File: src/rtl/accum_frame_if.sv
// accum_frame_if: operand stream (din/din_valid/din_ready/len) and result
// stream (dout/dout_valid/dout_ready/dout_ovf) of the frame accumulator.
// The master side produces operands and consumes results; the slave side is
// the accumulator itself.
interface accum_frame_if #(
    parameter int DATA_WIDTH = 8,
    parameter int ACC_WIDTH  = 16,
    parameter int LEN_WIDTH  = 4
);
    logic [DATA_WIDTH-1:0] din;
    logic                  din_valid;
    logic                  din_ready;
    logic [LEN_WIDTH-1:0]  len;
    logic [ACC_WIDTH-1:0]  dout;
    logic                  dout_valid;
    logic                  dout_ready;
    logic                  dout_ovf;

    modport master (
        output din, din_valid, len, dout_ready,
        input  din_ready, dout, dout_valid, dout_ovf
    );

    modport slave (
        input  din, din_valid, len, dout_ready,
        output din_ready, dout, dout_valid, dout_ovf
    );
endinterface

File: src/rtl/accum_frame.sv
// accum_frame: sums a programmable number of unsigned operand beats per frame
// and presents one registered result per frame with a sticky carry flag.
// Optional macro ACCUM_SATURATE_EN: once a carry has occurred in a frame the
// accumulator clamps to all ones; without it the sum wraps modulo 2^ACC_WIDTH.
module accum_frame #(
    parameter int DATA_WIDTH = 8,
    parameter int ACC_WIDTH  = 16,
    parameter int LEN_WIDTH  = 4
) (
    input  logic             clk,
    input  logic             reset,
    accum_frame_if.slave     bus
);

    typedef enum logic {
        ST_ACC = 1'b0,
        ST_OUT = 1'b1
    } state_t;

    state_t                state_q, state_d;
    logic [ACC_WIDTH-1:0]  acc_q, acc_d;
    logic [ACC_WIDTH-1:0]  dout_q, dout_d;
    logic [LEN_WIDTH-1:0]  cnt_q, cnt_d;
    logic [LEN_WIDTH-1:0]  len_q, len_d;
    logic                  ovf_q, ovf_d;
    logic                  dout_ovf_q, dout_ovf_d;

    logic                  beat_fire;
    logic                  res_fire;
    logic                  first_beat;
    logic                  last_beat;
    logic [LEN_WIDTH-1:0]  len_eff;
    logic [ACC_WIDTH-1:0]  acc_base;
    logic [ACC_WIDTH-1:0]  sum;
    logic                  carry;
    logic                  ovf_new;
    logic [ACC_WIDTH-1:0]  acc_next;

    // Zero-extended widening add; the extra top bit is the carry out of the accumulator.
    function automatic logic [ACC_WIDTH:0] add_wide(
        input logic [ACC_WIDTH-1:0]  a,
        input logic [DATA_WIDTH-1:0] b
    );
        add_wide = {1'b0, a} + {{(ACC_WIDTH + 1 - DATA_WIDTH){1'b0}}, b};
    endfunction

`ifdef ACCUM_SATURATE_EN
    // Clamp to full scale once the frame has overflowed.
    function automatic logic [ACC_WIDTH-1:0] clamp_acc(
        input logic [ACC_WIDTH-1:0] v,
        input logic                 ovf
    );
        clamp_acc = ovf ? {ACC_WIDTH{1'b1}} : v;
    endfunction
`endif

    assign bus.din_ready  = (state_q == ST_ACC) && !reset;
    assign bus.dout_valid = (state_q == ST_OUT);
    assign bus.dout       = dout_q;
    assign bus.dout_ovf   = dout_ovf_q;

    assign beat_fire  = bus.din_valid && bus.din_ready;
    assign res_fire   = bus.dout_valid && bus.dout_ready;
    assign first_beat = (cnt_q == '0);

    // Datapath: effective frame length, the add, carry tracking and last-beat detect.
    always_comb begin
        len_eff  = len_q;
        acc_base = acc_q;
        if (first_beat) begin
            len_eff  = (bus.len == '0) ? LEN_WIDTH'(1) : bus.len;
            acc_base = '0;
        end
        {carry, sum} = add_wide(acc_base, bus.din);
        ovf_new      = (first_beat ? 1'b0 : ovf_q) | carry;
`ifdef ACCUM_SATURATE_EN
        acc_next     = clamp_acc(sum, ovf_new);
`else
        acc_next     = sum;
`endif
        last_beat    = ((cnt_q + LEN_WIDTH'(1)) == len_eff);
    end

    // Next-state logic: accumulate beats in ACC, hold the result in OUT until taken.
    always_comb begin
        state_d    = state_q;
        acc_d      = acc_q;
        cnt_d      = cnt_q;
        len_d      = len_q;
        ovf_d      = ovf_q;
        dout_d     = dout_q;
        dout_ovf_d = dout_ovf_q;
        case (state_q)
            ST_ACC: begin
                if (beat_fire) begin
                    acc_d = acc_next;
                    cnt_d = cnt_q + LEN_WIDTH'(1);
                    ovf_d = ovf_new;
                    if (first_beat) begin
                        len_d = len_eff;
                    end
                    if (last_beat) begin
                        dout_d     = acc_next;
                        dout_ovf_d = ovf_new;
                        state_d    = ST_OUT;
                    end
                end
            end
            ST_OUT: begin
                if (res_fire) begin
                    acc_d   = '0;
                    cnt_d   = '0;
                    ovf_d   = 1'b0;
                    state_d = ST_ACC;
                end
            end
            default: begin
                state_d = ST_ACC;
            end
        endcase
    end

    // State and datapath registers; reset discards any partial frame.
    always_ff @(posedge clk or posedge reset) begin
        if (reset) begin
            state_q    <= ST_ACC;
            acc_q      <= '0;
            cnt_q      <= '0;
            len_q      <= '0;
            ovf_q      <= 1'b0;
            dout_q     <= '0;
            dout_ovf_q <= 1'b0;
        end else begin
            state_q    <= state_d;
            acc_q      <= acc_d;
            cnt_q      <= cnt_d;
            len_q      <= len_d;
            ovf_q      <= ovf_d;
            dout_q     <= dout_d;
            dout_ovf_q <= dout_ovf_d;
        end
    end

endmodule

File: src/flat_wrapper.sv
// flat-port wrapper written by rule: the top's interface ports become plain ports
module accum_frame_flat 
#(
    parameter int DATA_WIDTH = 8,
    parameter int ACC_WIDTH  = 16,
    parameter int LEN_WIDTH  = 4
)
  (clk, reset, bus_din, bus_din_valid, bus_len, bus_dout_ready, bus_din_ready, bus_dout, bus_dout_valid, bus_dout_ovf);
  accum_frame_if #(.DATA_WIDTH(DATA_WIDTH), .ACC_WIDTH(ACC_WIDTH), .LEN_WIDTH(LEN_WIDTH)) bus_i ();
  input  logic clk;
  input  logic reset;
  input wire logic [$bits(bus_i.din)-1:0] bus_din;
  input wire logic [$bits(bus_i.din_valid)-1:0] bus_din_valid;
  input wire logic [$bits(bus_i.len)-1:0] bus_len;
  input wire logic [$bits(bus_i.dout_ready)-1:0] bus_dout_ready;
  output wire logic [$bits(bus_i.din_ready)-1:0] bus_din_ready;
  output wire logic [$bits(bus_i.dout)-1:0] bus_dout;
  output wire logic [$bits(bus_i.dout_valid)-1:0] bus_dout_valid;
  output wire logic [$bits(bus_i.dout_ovf)-1:0] bus_dout_ovf;
  assign bus_i.din = bus_din;
  assign bus_i.din_valid = bus_din_valid;
  assign bus_i.len = bus_len;
  assign bus_i.dout_ready = bus_dout_ready;
  assign bus_din_ready = bus_i.din_ready;
  assign bus_dout = bus_i.dout;
  assign bus_dout_valid = bus_i.dout_valid;
  assign bus_dout_ovf = bus_i.dout_ovf;
  accum_frame #(.DATA_WIDTH(DATA_WIDTH), .ACC_WIDTH(ACC_WIDTH), .LEN_WIDTH(LEN_WIDTH)) u_core (.clk(clk), .reset(reset), .bus(bus_i));
endmodule
File: config.mk
export PLATFORM = sky130hd
export DESIGN_NAME = accum_frame_flat
export DESIGN_NICKNAME = d
export VERILOG_FILES = /design/src/rtl/accum_frame_if.sv /design/src/rtl/accum_frame.sv /design/src/flat_wrapper.sv
export SDC_FILE = /design/constraint.sdc
export NUM_CORES = 1
export LEC_CHECK = 0
export BUFFER_PORTS_ARGS = -buffer_cell sky130_fd_sc_hd__clkbuf_2
export CORE_MARGIN = 2
export CORE_UTILIZATION = 30
export CTS_CLUSTER_DIAMETER = 40
export DETAILED_ROUTE_END_ITERATION = 12
export PLACE_DENSITY = 0.53
export SLEW_MARGIN = 25
export SYNTH_ARGS = -nofsm -noshare
export SYNTH_HDL_FRONTEND = slang
export SYNTH_SLANG_ARGS = --single-unit
File: constraint.sdc
create_clock -name clk -period 6.5 [get_ports clk]
set_input_delay 1.3 -clock clk [delete_from_list [all_inputs] [get_ports clk]]
set_output_delay 1.3 -clock clk [all_outputs]
set_load 0.01 [all_outputs]
==> summary.txt, run 1 <==
Max VDD drop: 0.136 mV
RSZ-0062 raised after global routing: no
fin crit period: 3970 ps
Worst Setup End Kind: flop
Reg clk slew, reported paths: 80 ps
initial antenna violation count: 0
ant diodes: 0
Area after DPL: 2900 um^2
share of layout cells above drive strength 1: 23.1%
Pre-antenna DRT Iters: 4
Ports: 35
clk sink count: 43
post-synthesis compound-gate area fraction: 20.3%
Synth Net Count: 279
adder-cell area share of the yosys netlist: 5.51%
setup violators final: 0
post-DR wirelength/cell: 15.2 um
critical path class: reg2reg
worst setup margin: 2530 ps
Final HPWL DP: 4.20 mm
EDFF count, synth: 0
Seq/Total Area, Yosys: 40.8%
Syn Area/Cell: 10.5 um^2
clk buf depth: 2
pre-CTS setup slack: 2530 ps
endpoints failing hold: 0
Syn Inst Count: 252
worst hold stages: 1
Area growth, synth to finish: 13.8%
DR vias/cell: 5.10
Skew-Pair Late Insertion Delay: 300 ps
post-route setup TNS: 0 ps
Buffers on Ports: 34
cts bufs inserted: 5
CTS tree: yes
Required @ worst endpoint: 6680 ps
final cell count without fillers: 394
fmax: 0.252 GHz
Initial Utilization: 30.5%
Routed Wire Length: 5.98 mm
xor-xnor portion of the synthesized cell area: 5.27%
Synth Area in Simple Gates: 15.1%
mux cell area share after synthesis: 9.40%
final core utilization: 34.7%
Final period util: 61.0%
startpoint types: flop
asr flop ratio synth: 100%
fillers: 889
status: complete, no violations
post-CTS resize count: 0
GRT Util Overall: 13.5%
power share of the clock group: 15.8%
Synth cell types: 50
largest family of logic cells by synthesized area: compound AO/OA/AOI/OAI gates
Hold Crit Class: reg2reg
Logic pwr share: 52.4%
final routed DRC violation total: 0
Post-CTS Hold Buffers: 0
pin count of the biggest net entering global routing: 44
post-route ant nets: 0
GPL Wtd Cong: 0.872
Rows: 34
Max-cap violations: 0
Remaining Overflow, GRT: 0
Max FO, Critical Path: 18
Slew headroom: 42.5%
PwrDens: 435 nW/um^2
Die X: 97.7 um
die height: 97.7 um
core box area: 8640 um^2
switching portion of total power: 41.5%
Leakage Power: 1.37 nW
Synth Register Bits: 43
ys flop type: dfrtp_1
post-CTS setup buffers: 0
Layout Nets: 313
Vias: 2009
clk root buf: clkbuf_8
DRT iter0 DRCs: 72
CP arrival: 4150 ps
max-slew violations: 0
cell-internal power: 763 uW
Reg2Reg Depth: 12
first-pass GRT wire length: 10.4 mm
final instance area: 3000 um^2
Worst-Margin Slew: 863 ps
full die area: 9550 um^2
Worst Skew: 7.94 ps
vias in the first global route: 2017
placed cells: 387
H-Tree Depth: 2
P_sw: 541 uW
Syn Std Cell Area: 2640 um^2
Reg power frac: 31.7%
yosys warns: 0
==> power groups by stage <==
stage	Clock, mW	Sequential [mW]	Combinational [mW]
after CTS	0.214	0.415	0.691
after floorplan	0	0.409	0.546
after global placement	0	0.419	0.680
final	0.207	0.414	0.683
after global routing	0.225	0.430	0.759
after detailed placement	0	0.419	0.688
==> kinds of logic after synthesis <==
kind of cell               Yosys count
muxes                               18
AOI/OAI and AO/OA                   78
xor gates and xnor gates            15
buffers and inverters               17
and+or+nand+nor                     70
adders and majority gates           11
DFF                                 43
==> final cells by class <==
| cell class | instances | area (um^2) | share of cell area [%] |
|---|---|---|---|
| clock buffer | 6 | 72.6 | 2.42 |
| clock inverter | 1 | 30.0 | 1.00 |
| inverter | 7 | 26.3 | 0.876 |
| multi-input combinational | 192 | 1470 | 48.9 |
| sequential | 43 | 1080 | 35.9 |
| tap | 108 | 135 | 4.51 |
| timing repair buffer | 37 | 193 | 6.42 |
==> worst max-delay path, cell delays in order (launching register included) <==
cell and delay (ps):
dfrtp_1 470, inv_1 90, ha_1 240, or3b_1 660, and2_1 290, ha_1 210
fa_1 430, a211o_1 290, a21oi_1 410, a211o_1 270, or3_1 150, nand2_1 50
mux2_1 290
==> state kept, by name, indices dropped and copies added, names as in the netlist <==
register and count:
u_core.len_q 4, u_core.ovf_q 1, u_core.bus.dout_ovf 1, u_core.cnt_q 4, u_core.acc_q 16, u_core.bus.dout 16, u_core.bus.dout_valid 1
==> final timing paths <==
check	from	to	slack, ps
max	u_core.cnt_q[0]	u_core.bus.dout_ovf	2530
min	u_core.bus.dout[11]	u_core.bus.dout[11]	490
max reg2reg	u_core.cnt_q[0]	u_core.bus.dout_ovf	2530
min reg2reg	u_core.bus.dout[11]	u_core.bus.dout[11]	490
max in group asynchronous	reset	u_core.bus.dout[10]	4990
min in group asynchronous	reset	u_core.bus.dout[0]	1130
==> cell usage in the layout, fill, tap and decap left out, types with 2 or more instances in the layout <==
cell,instances
buf_4,3
nor3_1,2
o211ai_1,3
a211o_1,2
o22ai_1,3
o21ai_0,23
nand2_1,28
nand3_1,5
nor4b_2,2
xor2_1,6
xnor2_1,8
a21o_1,5
mux2_4,9
a211oi_1,6
a2111oi_1,2
clkbuf_2,34
and2_1,13
o21bai_1,2
o41ai_1,3
nor2_1,7
a21oi_1,12
a32o_1,3
dfrtp_1,43
or3_1,3
ha_1,10
or2b_1,2
mux2_1,2
mux2_2,6
inv_1,6
clkbuf_8,5
a22o_1,8
==> per-stage QoR <==
| stage | hold slack [ps] | total power [mW] |
|---|---|---|
| 5_1_grt | 533 | 1.41 |
| 4_1_cts | 496 | 1.32 |
| 2_1_floorplan | 451 | 0.955 |
| 3_3_place_gp | 470 | 1.10 |
| 6_report | 492 | 1.30 |
| 3_5_place_dp | 475 | 1.11 |
==> synthesized netlist by cell type, drive strengths merged (6+ instances only) <==
cell    number  area [um^2]
mux2        17          225
o21ai       24          120
xor2         7         68.8
nor2         8         46.3
buf          7         55.1
xnor2        8         70.1
a21oi       12         60.1
nand2       28          105
a211oi       6         45.0
ha          10          125
inv          7         26.3
dfrtp       43         1080
a22o         8         70.1
and2        13         81.3
==> per-layer routing <==
layer	wire [um]	share of wire (%)	global-route usage [%]	vias to the layer above
met3	227	3.8	2.88	6
met1	2940	49	19.4	977
met5	0	0	0	-
met2	2750	46	20.7	40
met4	59	0.99	3.53	0
li1	-	-	-	986
No activity file was read; power rests on OpenSTA's default activity.
==> inputs of run 2 (changes only) <==
- PLACE_DENSITY: 0.53 -> 0.55
- clock period: 6.5 -> 3.4 ns (I/O delays scaled with it)
==> run 2 against run 1 <==
Compared with the run above: worst hold slack lost 76 ps; non-clock buffer count up 8; maximum frequency up 24%; utilization up 1.2 points; final cell count increased by 2.3%; critical path depth stayed put; clock skew is 0.78 ps higher; sequential cell count did not move; design area is 3.6% higher; first-iteration DRC count is 32% higher; wire length is 3.7% higher; critical path type unchanged; largest power group unchanged.
==> summary.txt, run 2 (synthesized netlist as in run 1, its figures left out) <==
full die area: 9550 um^2
GPL Wtd Cong: 0.837
PwrDens: 821 nW/um^2
Max-cap violations: 0
Hold Crit Class: in2async
Vias: 2067
Routed Wire Length: 6.20 mm
Final period util: 94.2%
cell family with most CP delay: simple AND/OR/NAND/NOR gates
worst setup margin: 197 ps
CP arrival: 3390 ps
setup violators final: 0
Area growth, synth to finish: 17.9%
DR vias/cell: 5.13
core box area: 8640 um^2
Area after DPL: 2960 um^2
Worst Path Buf+Inv: 2
max-slew violations: 0
Worst Setup End Kind: flop
die height: 97.7 um
Buffers on Ports: 34
Slew headroom: 58.9%
Worst-Margin Slew: 608 ps
Pre-antenna DRT Iters: 4
fmax: 0.312 GHz
Worst Skew: 8.72 ps
final routed DRC violation total: 0
critical path class: reg2reg
clk sink count: 43
Ports: 35
Post-CTS Hold Buffers: 0
cts bufs inserted: 5
clk root buf: clkbuf_8
Required @ worst endpoint: 3580 ps
startpoint types: flop
initial antenna violation count: 0
Max FO, Critical Path: 17
post-route ant nets: 0
endpoints failing hold: 0
Initial Utilization: 30.5%
Leakage Power: 1.41 nW
Final HPWL DP: 4.41 mm
pin count of the biggest net entering global routing: 25
commonest non-fill, non-tap cell in the layout: dfrtp_1
vias in the first global route: 1996
pre-CTS setup slack: 90.4 ps
fillers: 867
Critical Path, Cell by Cell: inv_1, ha_2, or3b_1, buf_4, and2_1, fa_2, a211o_1, a21oi_4, a211o_1, or3_1, nand2_1, mux2_1
H-Tree Depth: 2
Layout Nets: 321
post-DR wirelength/cell: 15.4 um
ant diodes: 0
clk buf depth: 2
critical path's slowest cell: fa_2
Die X: 97.7 um
status: complete, no violations
Skew-Pair Late Insertion Delay: 300 ps
Worst path depth: 12
CP peak stage delay: 400 ps
fin crit period: 3200 ps
first-pass GRT wire length: 10.5 mm
CP dominant cell by count: a211o_1
most frequent cells in the layout: 42 x dfrtp_1, 34 x clkbuf_2, 28 x nand2_1, 23 x o21ai_0, 13 x and2_1
post-route setup TNS: 0 ps
GRT Util Overall: 13.5%
final core utilization: 36.0%
DRT iter0 DRCs: 95
final instance area: 3110 um^2
share of layout cells above drive strength 1: 28.8%
Remaining Overflow, GRT: 0
Reg clk slew, reported paths: 90 ps
Total Power: 2.55 mW
Max VDD drop: 0.307 mV
Rows: 34
CTS tree: yes
Reg2Reg Depth: 12
RSZ-0062 raised after global routing: no
-- run 2: path summary, 6_finish.rpt --
check	startpoint	end	slack, ps
worst max register to register	u_core.cnt_q[1]	u_core.bus.dout_ovf	200
worst max-delay path	u_core.cnt_q[1]	u_core.bus.dout_ovf	200
max in group asynchronous	reset	u_core.bus.dout[12]	2290
worst min register to register	u_core.len_q[0]	u_core.len_q[0]	500
worst min-delay path	reset	u_core.bus.dout_valid	420
min in group clk	u_core.len_q[0]	u_core.len_q[0]	500
-- run 2: metrics by stage --
step,std cells,hold WS [ps]
floorplan,252,451
global placement,394,470
detailed placement,394,476
CTS,402,489
global route,403,469
finish,403,416
-- run 2: layer usage --
layer	share of wire, %	vias to the layer above	GRT usage [%]
met5	0	-	0
met4	0.55	0	2.56
met3	3.4	4	2.59
met2	47	34	21.6
met1	49	1025	19.4
li1	-	1004	-
-- run 2: report_power, final --
part / total, mW / switching [mW] / leakage, nW / internal, mW
registers: 0.757 / 0.0945 / 0.563 / 0.663
logic: 1.47 / 0.812 / 0.808 / 0.655
clock network: 0.327 / 0.182 / 0.0422 / 0.145
total: 2.55 / 1.09 / 1.41 / 1.46
-- run 2: what timing repair did --
action / 4_1_cts / 5_1_grt
setup buffers: 0 / 1
endpoints found under the setup margin: 0 / 9
endpoints found under the hold margin: 0 / 0
resized for setup: 0 / 9
-- run 2: layout make-up --
type                    instances  area, um^2  share of cell area (%)
flip-flops and latches         43        1080                    34.7
clock inverters                 1        5.00                   0.161
clock buffers                   7        76.3                    2.46
well taps                     108         135                    4.35
inverters                       7        26.3                   0.846
repair buffers                 45         253                    8.14
multi-input cells             192        1530                    49.4
==> inputs of run 3 (changes only) <==
- CORE_UTILIZATION: 30 -> 50
- GPL_TIMING_DRIVEN: default -> 0
- PLACE_DENSITY: 0.55 -> 0.79
==> run 3 against run 2 <==
Compared with the run above: global-route usage is 6.5 points higher; final cell count is 7.2% lower; clock-buffer cell count is the same; critical path type unchanged; critical endpoint unchanged.
==> summary.txt, run 3 (synthesized netlist as in run 1, its figures left out) <==
status: complete, no violations
most frequent cells in the layout: 41 x dfrtp_1, 34 x clkbuf_2, 28 x nand2_1, 23 x o21ai_0, 13 x and2_1
Area growth, synth to finish: 20.0%
GRT met1 Usage: 27.8%
Routed Wire Length: 5.85 mm
clk root buf: clkbuf_8
PwrDens: 845 nW/um^2
Worst-Margin Slew: 643 ps
RSZ-0062 raised after global routing: no
pin count of the biggest net entering global routing: 25
Leakage Power: 1.46 nW
Required @ worst endpoint: 3570 ps
Slew headroom: 56.9%
full die area: 5870 um^2
met3 usage: 3.79%
Worst Path Buf+Inv: 2
GRT Util Overall: 20.1%
Max-cap violations: 0
met2 capacity usage during global routing: 31.9%
CTS tree: yes
busiest metal layer after global routing: met2
Reg clk slew, reported paths: 80 ps
CP arrival: 3480 ps
Skew-Pair Late Insertion Delay: 290 ps
die height: 76.6 um
final routed DRC violation total: 0
DR vias/cell: 5.71
crit path from: u_core.cnt_q[0]
worst r2r dst: u_core.bus.dout_ovf
endpoints failing hold: 0
vias in the first global route: 2004
worst setup margin: 89.4 ps
Critical Path, Cell by Cell: inv_2, ha_4, or3b_4, buf_12, and2_1, ha_4, fa_2, a211o_1, a21oi_4, a211o_1, or3_4, nand2_1, mux2_1
Worst R2R Setup Slack: 90 ps
fin crit period: 3310 ps
Final period util: 97.4%
Remaining Overflow, GRT: 0
share of layout cells above drive strength 1: 31.6%
Ports: 35
Worst Skew: 5.76 ps
GPL Wtd Cong: 0.867
cts bufs inserted: 5
core box area: 5110 um^2
fmax: 0.302 GHz
Max FO, Critical Path: 6
setup violators final: 0
Worst Setup End Kind: flop
commonest non-fill, non-tap cell in the layout: dfrtp_1
clk buf depth: 2
Die X: 76.6 um
Buffers on Ports: 34
Reg2Reg Depth: 13
Max VDD drop: 0.411 mV
CP peak stage delay: 450 ps
critical path class: reg2reg
cell family with most CP delay: compound AO/OA/AOI/OAI gates
Post-CTS Hold Buffers: 0
first-pass GRT wire length: 9.51 mm
initial antenna violation count: 0
critical path's slowest cell: dfrtp_2
ant diodes: 0
pre-CTS setup slack: -399 ps
worst flop-to-flop path startpoint: u_core.cnt_q[0]
Rows: 26
DRT iter0 DRCs: 178
Hold Crit Class: in2async
Vias: 2136
Initial Utilization: 51.6%
post-route ant nets: 0
Layout Nets: 330
post-DR wirelength/cell: 15.6 um
H-Tree Depth: 2
Final HPWL DP: 4.07 mm
max-slew violations: 0
clk sink count: 43
Total Power: 2.67 mW
Pre-antenna DRT Iters: 4
startpoint types: flop
==> run 3: cell count changes in the layout (fill, tap and decap cells not counted), moves of 2 or more <==
cell	change
buf_12	+4
inv_1	-2
ha_4	+2
buf_2	+4
clkbuf_1	+2
buf_4	-2
==> run 3: how the worst max path moves through the flow <==
stage                           to  slack [ps]  cells past startpoint
4_1_cts        u_core.bus.dout_ovf          30                     13
3_5_place_dp   u_core.bus.dout_ovf        -400                     14
2_1_floorplan  u_core.bus.dout_ovf          60                     14
5_1_grt        u_core.bus.dout_ovf           2                     13
3_3_place_gp   u_core.bus.dout_ovf        -400                     14
6_report       u_core.bus.dout_ovf          90                     13
==> run 3: final cells by class <==
type,count,area (um^2)
plain buffers,9,71.3
inverters,7,28.8
clock inverters,1,5.00
multi-input cells,192,1540
fillers,428,1940
clock buffers,7,76.3
repair buffers,45,278
flip-flops and latches,43,1080
well taps,70,87.6
==> run 3: metrics by stage <==
| step | hold slack (ps) | instance area [um^2] | instances | TNS, ps | util (%) |
|---|---|---|---|---|---|
| 2_1_floorplan | 451 | 2650 | 252 | 0 | - |
| 3_3_place_gp | 473 | 2900 | 356 | -2870 | 56.8 |
| 3_5_place_dp | 473 | 2920 | 357 | -3320 | 57.2 |
| 4_1_cts | 411 | 3030 | 365 | 0 | 59.4 |
| 5_1_grt | 412 | 3160 | 374 | 0 | 61.9 |
| 6_report | 390 | 3160 | 374 | 0 | 61.9 |
==> run 3: timing repair <==
item,in CTS,in global routing
setup endpoints to repair,18,11
pin swaps,2,6
buffers inserted,1,9
resized for setup,3,14
==> run 3: layer usage <==
| layer | vias to the layer above | share of wire [%] |
|---|---|---|
| li1 | 1027 | - |
| met1 | 1035 | 46 |
| met2 | 67 | 48 |
| met3 | 7 | 4.9 |
| met4 | 0 | 1.2 |
| met5 | - | 0 |
==> run 3: power breakdown <==
part / switching, mW / total, mW / internal, mW
Clock: 0.174 / 0.319 / 0.145
Sequential: 0.102 / 0.766 / 0.664
Combinational: 0.841 / 1.59 / 0.746
Total: 1.12 / 2.67 / 1.55
